[src/rtl/game_ctrl.sv]
// rtl/game_ctrl.sv - keypad counter game sequencer: screen flow, selection, cursor, status digits
// Edge-detects the keypad vector and applies at most one action per clock edge.
module game_ctrl #(
  parameter int         MAX_SEL    = 4,
  parameter logic [3:0] INIT_DIGIT = 4'd1
) (
  input  logic        clk,
  input  logic        rst_n,
  input  logic [15:0] btn,
  output logic [1:0]  state,
  output logic [2:0]  sel_num,
  output logic [3:0]  cursor,
  output logic [39:0] status,
  output logic [9:0]  buzz_req,
  output logic [7:0]  moves,
  output logic        win
);

  typedef enum logic [1:0] {
    ST_MENU   = 2'd0,
    ST_INFO   = 2'd1,
    ST_SELECT = 2'd2,
    ST_GAME   = 2'd3
  } state_t;

  state_t      r_state, w_state_nxt;
  logic [15:0] r_btn_q;
  logic [2:0]  r_sel, w_sel_nxt;
  logic [3:0]  r_cursor, w_cursor_nxt;
  logic [39:0] r_status, w_status_nxt;
  logic [9:0]  r_buzz, w_buzz_nxt;
  logic [7:0]  r_moves, w_moves_nxt;
  logic        r_win, w_win_nxt;

  logic [15:0] w_press;
  logic [9:0]  w_hit;
  logic        w_row;
  logic [3:0]  w_col;

  assign w_press = btn & ~r_btn_q;
  assign w_row   = (r_cursor >= 4'd5);
  assign w_col   = w_row ? (r_cursor - 4'd5) : r_cursor;

  // Digits touched by a confirm: sel_num consecutive indices from the cursor, modulo 10.
  always_comb begin
    logic [4:0] idx;
    idx   = '0;
    w_hit = '0;
    for (int k = 0; k < MAX_SEL; k++) begin
      if (3'(k) < r_sel) begin
        idx = {1'b0, r_cursor} + 5'(k);
        if (idx >= 5'd10) idx = idx - 5'd10;
        w_hit[idx[3:0]] = 1'b1;
      end
    end
  end

  always_comb begin
    w_state_nxt  = r_state;
    w_sel_nxt    = r_sel;
    w_cursor_nxt = r_cursor;
    w_status_nxt = r_status;
    w_buzz_nxt   = '0;
    w_moves_nxt  = r_moves;

    case (r_state)
      ST_MENU: begin
        if (w_press[14])      w_state_nxt = ST_SELECT;
        else if (w_press[15]) w_state_nxt = ST_INFO;
      end
      ST_INFO: begin
        if (w_press[14])      w_state_nxt = ST_SELECT;
        else if (w_press[13]) w_state_nxt = ST_MENU;
      end
      ST_SELECT: begin
        if (w_press[12]) begin
          w_state_nxt = ST_MENU;
        end else if (w_press[14]) begin
          w_state_nxt  = ST_GAME;
          w_status_nxt = {10{INIT_DIGIT}};
          w_cursor_nxt = 4'd0;
          w_moves_nxt  = 8'd0;
        end else if (w_press[11]) begin
          w_sel_nxt = (r_sel == 3'(MAX_SEL)) ? 3'd1 : r_sel + 3'd1;
        end
      end
      ST_GAME: begin
        if (w_press[12]) begin
          w_state_nxt = ST_MENU;
        end else if (!r_win) begin
          if (w_press[10]) begin
            for (int i = 0; i < 10; i++) begin
              if (w_hit[i]) begin
                if (r_status[4*i +: 4] == 4'd9) begin
                  w_status_nxt[4*i +: 4] = 4'd0;
                  w_buzz_nxt[i]          = 1'b1;
                end else begin
                  w_status_nxt[4*i +: 4] = r_status[4*i +: 4] + 4'd1;
                end
              end
            end
            if (r_moves != 8'hFF) w_moves_nxt = r_moves + 8'd1;
          end else if (w_press[2] || w_press[6]) begin
            w_cursor_nxt = w_row ? (r_cursor - 4'd5) : (r_cursor + 4'd5);
          end else if (w_press[7]) begin
            w_cursor_nxt = (w_col == 4'd0) ? (r_cursor + 4'd4) : (r_cursor - 4'd1);
          end else if (w_press[5]) begin
            w_cursor_nxt = (w_col == 4'd4) ? (r_cursor - 4'd4) : (r_cursor + 4'd1);
          end
        end
      end
      default: w_state_nxt = ST_MENU;
    endcase

    // Evaluated on next-state values so win lines up with the status it describes.
    w_win_nxt = (w_state_nxt == ST_GAME) && (w_status_nxt == 40'd0);
  end

  always_ff @(posedge clk) begin
    if (!rst_n) begin
      r_state  <= ST_MENU;
      r_btn_q  <= '0;
      r_sel    <= 3'd1;
      r_cursor <= 4'd0;
      r_status <= {10{INIT_DIGIT}};
      r_buzz   <= '0;
      r_moves  <= 8'd0;
      r_win    <= 1'b0;
    end else begin
      r_state  <= w_state_nxt;
      r_btn_q  <= btn;
      r_sel    <= w_sel_nxt;
      r_cursor <= w_cursor_nxt;
      r_status <= w_status_nxt;
      r_buzz   <= w_buzz_nxt;
      r_moves  <= w_moves_nxt;
      r_win    <= w_win_nxt;
    end
  end

  assign state    = r_state;
  assign sel_num  = r_sel;
  assign cursor   = r_cursor;
  assign status   = r_status;
  assign buzz_req = r_buzz;
  assign moves    = r_moves;
  assign win      = r_win;

endmodule

[config.mk]
export PLATFORM = sky130hd
export DESIGN_NAME = game_ctrl
export DESIGN_NICKNAME = d
export VERILOG_FILES = /design/src/rtl/game_ctrl.sv
export SDC_FILE = /design/constraint.sdc
export NUM_CORES = 1
export LEC_CHECK = 0
export ABC_CLOCK_PERIOD_IN_PS = 4650
export CORE_ASPECT_RATIO = 0.75
export CORE_MARGIN = 2
export CORE_UTILIZATION = 45
export DETAILED_ROUTE_END_ITERATION = 10
export PLACE_DENSITY = 0.73
export SYNTH_ARGS = -nofsm -noshare
export SYNTH_HDL_FRONTEND = slang
export SYNTH_SLANG_ARGS = --single-unit
[constraint.sdc]
create_clock -name clk -period 4.65 [get_ports clk]
set_clock_uncertainty 0.15 [all_clocks]
set_input_delay 1.395 -clock clk [delete_from_list [all_inputs] [get_ports clk]]
set_output_delay 1.395 -clock clk [all_outputs]
set_load 0.05 [all_outputs]
==> key figures, run 1 <==
STA
  • Slew Viols, Final: 0
  • RSZ-0062 raised after global routing: no
  • Final setup vio count: 0
  • Fmax: between 0.2 and 0.25 GHz
  • Final WS setup: approximately 160 ps
  • Slew margin rel.: 0.4373
  • Worst slew pin tran: approximately 840 ps
  • Total negative slack: 0 ps
  • Final Hold Fails: 0
  • Tmin final: between 4000 and 5000 ps
  • Period utilisation layout: 0.9645

Synth
  • Syn Std Cell Area: 5798 um2
  • Seq/Total Area, Yosys: 0.2693
  • Synth top area share: 0.2693
  • Ys async rst share: 0
  • Synth unique cells: 85
  • Post-synth EDFFs: 0
  • Synth Flop Type: dfxtp_1
  • Flops & latches, synth: between 70 and 80
  • Mapped Nets: 810
  • Yosys Warn Count: 0
  • Most area-hungry cell type in the Yosys netlist: dfxtp_1
  • Mapped Cells: 750
  • Syn Area/Cell: a little under 8 um2
  • Synth top area cells: dfxtp_1, ha_1, nor2_1

Routing
  • Vias per cell: ~6.1
  • DRC: 0
  • ANT nets after route: 0
  • Vias: 6,270
  • Wire per inst: about 18 um
  • DR iter-0 viols: ~530
  • Routed WL: 18.71 mm
  • Detailed Routing Iterations Pass 1: 5

GRT
  • Vias in the first global route: ~5.8k
  • Antenna violations before repair: 0
  • Pin count of the biggest net entering global routing: 27
  • Global-route wire length before repair: 29.80 mm
  • Gr ovfl total: 0
  • GRT Resource Usage Total: 0.2753

Setup path
  • CP Class: reg -> reg
  • WP data required: around 4800 ps
  • Worst path arrival time: about 4600 ps
  • Startpoint class of the critical path: flop
  • Largest fanout on the critical path: 18
  • CP Capture Type: flop

CTS
  • Cts hold-fix bufs: 0
  • CTS Root Buffer Type: clkbuf_16
  • Clock net sink count: between 70 and 80
  • CTS tree: done
  • Post_cts resized: 0
  • H-tree levels: 3
  • Post-CTS Setup Bufs: 0
  • Reg clk slew, reported paths: about 70 ps
  • Clk Latency, worst-skew pair: roughly 340 ps
  • Max Root-Sink Buffers: 2
  • Number of buffers created by CTS: 9

Place
  • GPL Wtd Cong: 0.9629
  • Hpwl dp: approximately 14 mm
  • DP Worst Slack: -67.52 ps
  • Port Buffer Count: 79
  • Dpl cells: between 1k and 1.5k

Job
  • Max cap viols: 0

Cells and area
  • Area grow syn2layout: 27.02%
  • Commonest non-fill, non-tap cell in the layout: nor2_1
  • Most frequent cells in the layout: nor2_1, clkdlybuf4s50_1, dfxtp_1
  • Share of cells above drive strength 1: 0.1194
  • Layout Cells excl Fill: ~1.0k
  • Total Nets Final: roughly 900
  • N_diodes: 0

Pwr
  • Max VDD drop: around 0.23 mV
  • Leak: ~2.9 nW
  • Tot Pwr: 1.452 mW
  • Pwr dens: roughly 200 nW/um2

Floorplanning
  • Num ports: 86
  • Die H: roughly 100 um
  • Initial Util: 0.4662
  • DIE AREA: roughly 14,000 um2
  • Die Wd: between 100 and 150 um
  • Core Box Area: 12,440 um2
  • Row count: 35

Min path
  • Class of the worst hold path: reg -> reg

Run status
  • Status: finished clean
Yosys cell counts (all sizes together), types with 4 or more instances:
library cell / n
a31oi: 8
buf: 6
a311oi: 5
nor2: 90
and2: 31
nor4: 12
or4: 5
xnor2: 10
o32ai: 6
o21ai: 33
a21o: 6
nor3b: 6
inv: 37
nor3: 24
and4: 4
dfxtp: 78
o211a: 4
and3b: 4
mux2i: 13
or2: 8
o311ai: 4
nor2b: 12
xor2: 7
or3: 6
a211oi: 24
a2111oi: 7
nand2: 74
nand3: 18
clkbuf: 29
nand3b: 4
and3: 16
a211o: 5
ha: 42
a21oi: 28
nand4: 12
nand2b: 7
o22ai: 5
path summary, 6_finish.rpt:
kind                                from  slack, ps                      to  depth (start not counted)
hold reg to reg    status[15]$_SDFF_PN0_        350  buzz_req[3]$_SDFF_PP0_                          2
setup / recovery  cursor[1]$_SDFFE_PN0P_        160          win$_SDFF_PN0_                         12
setup reg to reg  cursor[1]$_SDFFE_PN0P_        160          win$_SDFF_PN0_                         12
hold / removal     status[15]$_SDFF_PN0_        350  buzz_req[3]$_SDFF_PP0_                          2
flip-flops by register name, summed over array words and instances (netlist names):
register,count
moves,8
cursor,4
status,40
state,2
buzz_req,10
win,1
r_btn_q,10
sel_num,3
cell type report:
| class | count | area, um2 |
|---|---|---|
| Clock inverter | 7 | 56.30 |
| Clock buffer | 9 | 225.2 |
| Tap cell | 166 | 207.7 |
| Timing Repair Buffer | 132 | 1189 |
| Multi-Input combinational cell | 599 | 3975 |
| Sequential cell | 78 | 1569 |
| Inverter | 38 | 142.6 |
| Fill cell | 1159 | 5072 |
kinds of logic (layout without fill, tap and decap cells):
| group | after synthesis | after routing | synth area share |
|---|---|---|---|
| buffers and inverters | 73 | 186 | 0.04920 |
| multiplexers | 16 | 16 | 0.02891 |
| XOR/XNOR | 17 | 17 | 0.02892 |
| adder cells (fa/ha/maj) | 42 | 42 | 0.09063 |
| AND/OR/NAND/NOR | 342 | 342 | 0.3021 |
| AO/OA/AOI/OAI | 182 | 182 | 0.2309 |
| flip-flops | 78 | 78 | 0.2693 |
layer usage:
metal	up-vias	wire length, um	GRT usage
li1	2957	-	-
met1	2941	8616	0.3990
met2	341	7951	0.4135
met3	31	1814	0.05804
met4	0	323	0.07853
met5	-	0	0
worst max-delay path: stages, from the launching register on:
cell       delay (ps)
dfxtp_4           360
buf_4             200
ha_1              340
a21oi_1           400
nor3_1            130
or4_1             570
and2_0            350
a22oi_2           400
a2111oi_0         190
a311oi_1          390
nand4_1           140
or4_1             590
nor4_2            160
where the power goes:
group	internal [mW]	switching (mW)
Combinational	0.0378	0.0576
Sequential	0.673	0.00615
Clock	0.369	0.308
Total	1.08	0.371
through the flow:
step                      hold slack (ps)  instance area, um2  utilization
after CTS                           356.2                7341       0.5902
after detailed placement            345.5                7059       0.5676
after floorplan                     475.5                5808            -
after global routing                383.6                7365       0.5922
after global placement              337.6                7059       0.5676
final                               353.7                7365       0.5922
No activity file was read; power rests on OpenSTA's default activity.
==> run 2: changes to the inputs <==
- CELL_PAD_IN_SITES_DETAIL_PLACEMENT: not set -> 0
- CELL_PAD_IN_SITES_GLOBAL_PLACEMENT: not set -> 1
- CORE_UTILIZATION: 45 -> 37
- PLACE_DENSITY: 0.73 -> 0.8
==> key figures, run 2 (synthesis gave the netlist of run 1 again) <==
Run status
  • Status: finished clean (unchanged)

CTS
  • CTS tree: done (unchanged)
  • Number of buffers created by CTS: 9 (unchanged)
  • Reg clk slew, reported paths: 60 ps (was 70 ps)
  • CTS Root Buffer Type: clkbuf_16 (unchanged)
  • Cts hold-fix bufs: 0 (unchanged)
  • Clk Latency, worst-skew pair: 350 ps (was 340 ps)
  • H-tree levels: 3 (unchanged)
  • Clock net sink count: 78 (unchanged)
  • Post-CTS Setup Bufs: 0 (unchanged)
  • Max Root-Sink Buffers: 2 (unchanged)
  • Post_cts resized: 0 (unchanged)

Floorplanning
  • Num ports: 86 (unchanged)
  • DIE AREA: 16,700 um2 (was 13,820 um2)
  • Initial Util: 0.3796 (was 0.4662)
  • Die Wd: 148.5 um (was 135.1 um)
  • Row count: 39 (was 35)
  • Die H: 112.4 um (was 102.3 um)
  • Core Box Area: 15,270 um2 (was 12,440 um2)

Routing
  • Detailed Routing Iterations Pass 1: 5 (unchanged)
  • Wire per inst: 18.01 um (was 18.18 um)
  • Routed WL: 19.17 mm (was 18.71 mm)
  • Vias per cell: 5.821 (was 6.093)
  • ANT nets after route: 0 (unchanged)
  • Vias: 6,194 (was 6,270)
  • DR iter-0 viols: 617 (was 526)
  • DRC: 0 (unchanged)

Pwr
  • Tot Pwr: 1.492 mW (was 1.452 mW)
  • Pwr dens: 201.9 nW/um2 (was 197.1 nW/um2)
  • Leak: 2.871 nW (was 2.881 nW)
  • Max VDD drop: 0.1810 mV (was 0.2258 mV)

Setup path
  • CP Capture Type: flop (unchanged)
  • Worst path buffer plus inverter count: 1 (unchanged)
  • Worst path arrival time: 4450 ps (was 4590 ps)
  • CP Class: reg -> reg (unchanged)
  • Crit-path max cell delay: 850 ps (was 590 ps)
  • Largest fanout on the critical path: 21 (was 18)
  • Slowest-stage cell, CP: a221oi_1 (was or4_1)
  • Top cell by count, worst path: nand2_1 (was or4_1)
  • CP top delay family: simple AND/OR/NAND/NOR gates (unchanged)
  • Crit Reg-Reg Startpoint: cursor[1]$_SDFFE_PN0P_ (unchanged)
  • Reg2reg end: win$_SDFF_PN0_ (unchanged)
  • R2r setup slk: 300 ps (was 160 ps)
  • Reg2reg path depth: 11 (was 12)
  • Worst-path cell chain: buf_4 > ha_1 > a21oi_1 > xnor2_1 > o31ai_1 > a221oi_1 > nand2_1 > nand2_1 > nand4_1 > or4_1 > nor4_2 (was buf_4 > ha_1 > a21oi_1 > nor3_1 > or4_1 > and2_0 > a22oi_2 > a2111oi_0 > a311oi_1 > nand4_1 > or4_1 > nor4_2)
  • Startpoint class of the critical path: flop (unchanged)
  • WP data required: 4760 ps (about the same)

STA
  • Final Hold Fails: 0 (unchanged)
  • Worst slew pin tran: 927.2 ps (was 843.1 ps)
  • Total negative slack: 0 ps (unchanged)
  • Final setup vio count: 0 (unchanged)
  • Tmin final: 4345 ps (was 4485 ps)
  • RSZ-0062 raised after global routing: no (unchanged)
  • Slew margin rel.: 0.3818 (was 0.4373)
  • Period utilisation layout: 0.9344 (was 0.9645)
  • Fmax: 0.2301 GHz (was 0.2230 GHz)
  • Slew Viols, Final: 0 (unchanged)

GRT
  • Antenna violations before repair: 0 (unchanged)
  • Pin count of the biggest net entering global routing: 27 (unchanged)
  • GRT Resource Usage Total: 0.2295 (was 0.2753)
  • Global-route wire length before repair: 30.35 mm (was 29.80 mm)
  • Gr ovfl total: 0 (unchanged)
  • Vias in the first global route: 5,732 (was 5,777)

Min path
  • Class of the worst hold path: reg -> reg (unchanged)
  • Min-Delay Startpoint: status[15]$_SDFF_PN0_ (unchanged)
  • Hold EP: buzz_req[3]$_SDFF_PP0_ (unchanged)
  • Hold Path Depth: 2 (unchanged)

Cells and area
  • Commonest non-fill, non-tap cell in the layout: nor2_1 (unchanged)
  • N_diodes: 0 (unchanged)
  • Total Nets Final: 914 (was 918)
  • Most frequent cells in the layout: nor2_1, clkdlybuf4s50_1, dfxtp_1 (unchanged)
  • Layout Cells excl Fill: 1,064 (was 1,029)
  • Area grow syn2layout: 27.51% (was 27.02%)
  • Share of cells above drive strength 1: 0.1094 (was 0.1194)
  • Max reg flops: 40 (unchanged)

Place
  • Dpl cells: 1,048 (was 1,013)
  • GPL Wtd Cong: 0.9221 (was 0.9629)
  • Hpwl dp: 14.63 mm (was 14.48 mm)
  • Port Buffer Count: 79 (unchanged)

Job
  • Max cap viols: 0 (unchanged)
run 2: cell count changes in the layout (fill, tap and decap cells not counted), moves of 2 or more:
cell	before	now
o31ai_2	2	0
a211oi_1	21	23
buf_4	53	48
o31ai_1	1	3
a211oi_2	2	0
run 2: tightest hold or removal path: stages (launching register included):
cell and delay (ps):
dfxtp_1 340, nand2_1 90, nor4_1 50
run 2: how the worst max path moves through the flow:
| stage | start | end | slack, ps | cells after the start |
|---|---|---|---|---|
| finish | cursor[1]$_SDFFE_PN0P_ | win$_SDFF_PN0_ | 300 | 11 |
| global placement | btn[14] | win$_SDFF_PN0_ | 60 | 12 |
| global route | cursor[1]$_SDFFE_PN0P_ | win$_SDFF_PN0_ | 40 | 14 |
| CTS | cursor[2]$_SDFFE_PN0P_ | win$_SDFF_PN0_ | 330 | 13 |
| floorplan | cursor[0]$_SDFFE_PN0P_ | win$_SDFF_PN0_ | 40 | 17 |
| detailed placement | btn[14] | win$_SDFF_PN0_ | 40 | 12 |
run 2: final cells by class:
cell class,instances,area (um2)
well taps,205,256.5
clock buffers,11,264.0
repair buffers,128,1171
clock inverters,5,38.79
flip-flops and latches,78,1569
multi-input cells,599,3951
fillers,1426,7880
inverters,38,142.6
run 2: power breakdown:
part / internal [mW] / switching [mW] / leakage (nW)
Sequential: 0.673 / 0.00620 / 0.633
Clock: 0.412 / 0.306 / 0.147
Combinational: 0.0372 / 0.0577 / 2.09
Total: 1.12 / 0.370 / 2.87
run 2: layer usage:
layer | vias up | wire (um) | track usage
met1 | 2927 | 9310 | 0.3393
met2 | 281 | 7919 | 0.3346
met4 | 0 | 288 | 0.06603
met3 | 31 | 1647 | 0.04837
li1 | 2955 | - | -
met5 | - | 0 | 0
run 2: through the flow:
stage,cell area [um2],setup WS [ps],hold slack (ps),util
6_report,7393,304.9,363.0,0.4841
5_1_grt,7393,37.47,391.5,0.4841
4_1_cts,7393,332.9,362.2,0.4841
3_5_place_dp,7091,42.47,352.8,0.4642
3_3_place_gp,7091,59.71,336.2,0.4642
2_1_floorplan,5808,42.79,475.5,-
==> run 3: changes to the inputs <==
- ABC_AREA: not set -> 1
- CORE_UTILIZATION: 37 -> 35
- PLACE_DENSITY: 0.8 -> 0.79
- SETUP_SLACK_MARGIN: not set -> 0.2
==> key figures, run 3 <==
Setup path
  • Worst path arrival time: 3880 ps (was 4450 ps)
  • Largest fanout on the critical path: 12 (was 21)
  • CP Class: in -> reg (was reg -> reg)
  • CP Capture Type: flop (unchanged)
  • Startpoint class of the critical path: primary input (was flop)
  • WP data required: 4780 ps (was 4760 ps)

GRT
  • Antenna violations before repair: 0 (unchanged)
  • Pin count of the biggest net entering global routing: 37 (was 27)
  • Global-route wire length before repair: 28.68 mm (was 30.35 mm)
  • GRT Resource Usage Total: 0.1921 (was 0.2295)
  • Gr ovfl total: 0 (unchanged)
  • Vias in the first global route: 5,642 (was 5,732)

Synth
  • Mapped Cells: 960 (was 750)
  • Ys async rst share: 0 (unchanged)
  • Flops & latches, synth: 78 (unchanged)
  • Seq/Total Area, Yosys: 0.2581 (was 0.2693)
  • Synth cell count leaders: nand2_1, nor2_1, inv_1 (was nor2_1, dfxtp_1, nand2_1)
  • Synth Flop Type: dfxtp_1 (unchanged)
  • Yosys Warn Count: 0 (unchanged)
  • Synth unique cells: 45 (was 85)
  • Most area-hungry cell type in the Yosys netlist: dfxtp_1 (unchanged)
  • Dominant cell by count in the synthesized netlist: nand2_1 (was nor2_1)
  • Syn Area/Cell: 6.303 um2 (was 7.731 um2)
  • Post-synth EDFFs: 0 (unchanged)
  • Synth top area cells: dfxtp_1, nand2_1, nor2_1 (was dfxtp_1, ha_1, nor2_1)
  • Mapped Nets: 1,020 (was 810)
  • Synth top area share: 0.2581 (was 0.2693)
  • Syn Std Cell Area: 6051 um2 (was 5798 um2)

CTS
  • H-tree levels: 3 (unchanged)
  • Clk Latency, worst-skew pair: 350 ps (about the same)
  • Post_cts resized: 0 (unchanged)
  • Cts hold-fix bufs: 0 (unchanged)
  • Post-CTS Setup Bufs: 0 (unchanged)
  • CTS tree: done (unchanged)
  • Clock net sink count: 78 (unchanged)
  • Max Root-Sink Buffers: 2 (unchanged)
  • Number of buffers created by CTS: 9 (unchanged)
  • CTS Root Buffer Type: clkbuf_16 (unchanged)
  • Reg clk slew, reported paths: 70 ps (was 60 ps)

Cells and area
  • N_diodes: 0 (unchanged)
  • Layout Cells excl Fill: 1,262 (was 1,064)
  • Share of cells above drive strength 1: 0.1146 (was 0.1094)
  • Most frequent cells in the layout: nand2_1, nor2_1, inv_1 (was nor2_1, clkdlybuf4s50_1, dfxtp_1)
  • Area grow syn2layout: 23.14% (was 27.51%)
  • Finished Cell Area: 7451 um2 (was 7393 um2)
  • Total Nets Final: 1,102 (was 914)
  • Max reg flops: 40 (unchanged)
  • Commonest non-fill, non-tap cell in the layout: nand2_1 (was nor2_1)

Routing
  • Routed WL: 17.25 mm (was 19.17 mm)
  • DR iter-0 viols: 344 (was 617)
  • WL met3: 833 um (was 1.647 mm)
  • DR top layer: met4 (unchanged)
  • Length of routed wiring on met1: 9.381 mm (was 9.310 mm)
  • ANT nets after route: 0 (unchanged)
  • Wire per inst: 13.67 um (was 18.01 um)
  • Vias per cell: 4.857 (was 5.821)
  • DRC: 0 (unchanged)
  • Vias: 6,130 (was 6,194)
  • Detailed Routing Iterations Pass 1: 5 (unchanged)
  • Met2 Wirelength: 6.918 mm (was 7.919 mm)

Floorplanning
  • Core Box Area: 16,880 um2 (was 15,270 um2)
  • Row count: 41 (was 39)
  • Die H: 117.9 um (was 112.4 um)
  • DIE AREA: 18,370 um2 (was 16,700 um2)
  • Initial Util: 0.3585 (was 0.3796)
  • Die Wd: 155.8 um (was 148.5 um)
  • Num ports: 86 (unchanged)

Pwr
  • Max VDD drop: 0.1620 mV (was 0.1810 mV)
  • Pwr dens: 215.6 nW/um2 (was 201.9 nW/um2)
  • Leak: 3.424 nW (was 2.871 nW)

STA
  • Final WS setup: 908.4 ps (was 304.9 ps)
  • Final setup vio count: 0 (unchanged)
  • Slew Viols, Final: 0 (unchanged)
  • Total negative slack: 0 ps (unchanged)
  • RSZ-0062 raised after global routing: no (unchanged)
  • Period utilisation layout: 0.8046 (was 0.9344)
  • Tmin final: 3742 ps (was 4345 ps)
  • Slew margin rel.: 0.4557 (was 0.3818)
  • Worst slew pin tran: 814.5 ps (was 927.2 ps)
  • Final Hold Fails: 0 (unchanged)
  • Fmax: 0.2673 GHz (was 0.2301 GHz)

Place
  • Port Buffer Count: 79 (unchanged)
  • Cell Area, Placed: 7121 um2 (was 7091 um2)
  • Hpwl dp: 12.91 mm (was 14.63 mm)
  • DP Worst Slack: 564.4 ps (was 42.47 ps)
  • GPL Wtd Cong: 0.8921 (was 0.9221)
  • Dpl cells: 1,246 (was 1,048)

Min path
  • Class of the worst hold path: reg -> reg (unchanged)

Run status
  • Status: finished clean (unchanged)

Job
  • Max cap viols: 0 (unchanged)
run 3: per-stage QoR:
stage	total power, mW	hold WS, ps	utilization
final	1.607	328.9	0.4415
after global routing	1.660	355.0	0.4415
after CTS	1.623	332.5	0.4415
after detailed placement	0.8236	318.7	0.4219
after global placement	0.8235	315.1	0.4219
after floorplan	0.7747	394.1	-
run 3: kinds of logic after synthesis:
kind of cell               share of synthesized area
AOI/OAI and AO/OA                             0.1050
buffers and inverters                        0.09615
xor gates and xnor gates                     0.01137
adders and majority gates                    0.08685
DFF                                           0.2581
and+or+nand+nor                               0.4425
run 3: worst paths after layout:
check	start	to	slack, ps	depth (start not counted)
max	btn[12]	win$_SDFF_PN0_	910	15
min	moves[5]$_SDFFE_PN0P_	moves[5]$_SDFFE_PN0P_	330	1
max reg2reg	cursor[1]$_SDFFE_PN0P_	win$_SDFF_PN0_	1070	23
min reg2reg	moves[5]$_SDFFE_PN0P_	moves[5]$_SDFFE_PN0P_	330	1
run 3: power by group:
part	total, mW	switching, mW	leakage, nW	internal [mW]
clock network	0.798	0.319	0.158	0.478
logic	0.127	0.0869	2.63	0.0398
registers	0.682	0.00657	0.632	0.676
run 3: per-layer routing:
layer,vias to the layer above,global-route usage
li1,3236,-
met2,149,0.2807
met5,-,0
met3,7,0.03792
met4,0,0.03498
met1,2738,0.2919
run 3: area by class of cell:
cell class	instances	area, um2
Sequential cell	78	1562
Multi-Input combinational cell	735	3908
Clock buffer	9	225.2
Timing Repair Buffer	93	908.4
Tap cell	215	269.0
Inverter	125	474.2
Fill cell	1758	9427
Clock inverter	7	105.1
run 3: critical path, stage by stage:
cell             delay [ps]
clkdlybuf4s50_1         480
inv_1                    40
nor2_1                  200
inv_1                   110
nand3_1                 110
nand2_1                 330
buf_4                   310
or2_2                   260
nand2_1                  80
nand2_1                  80
nor2_1                  110
nand2_1                  50
nor2_1                  160
nand2_1                  70
nor2_1                   70
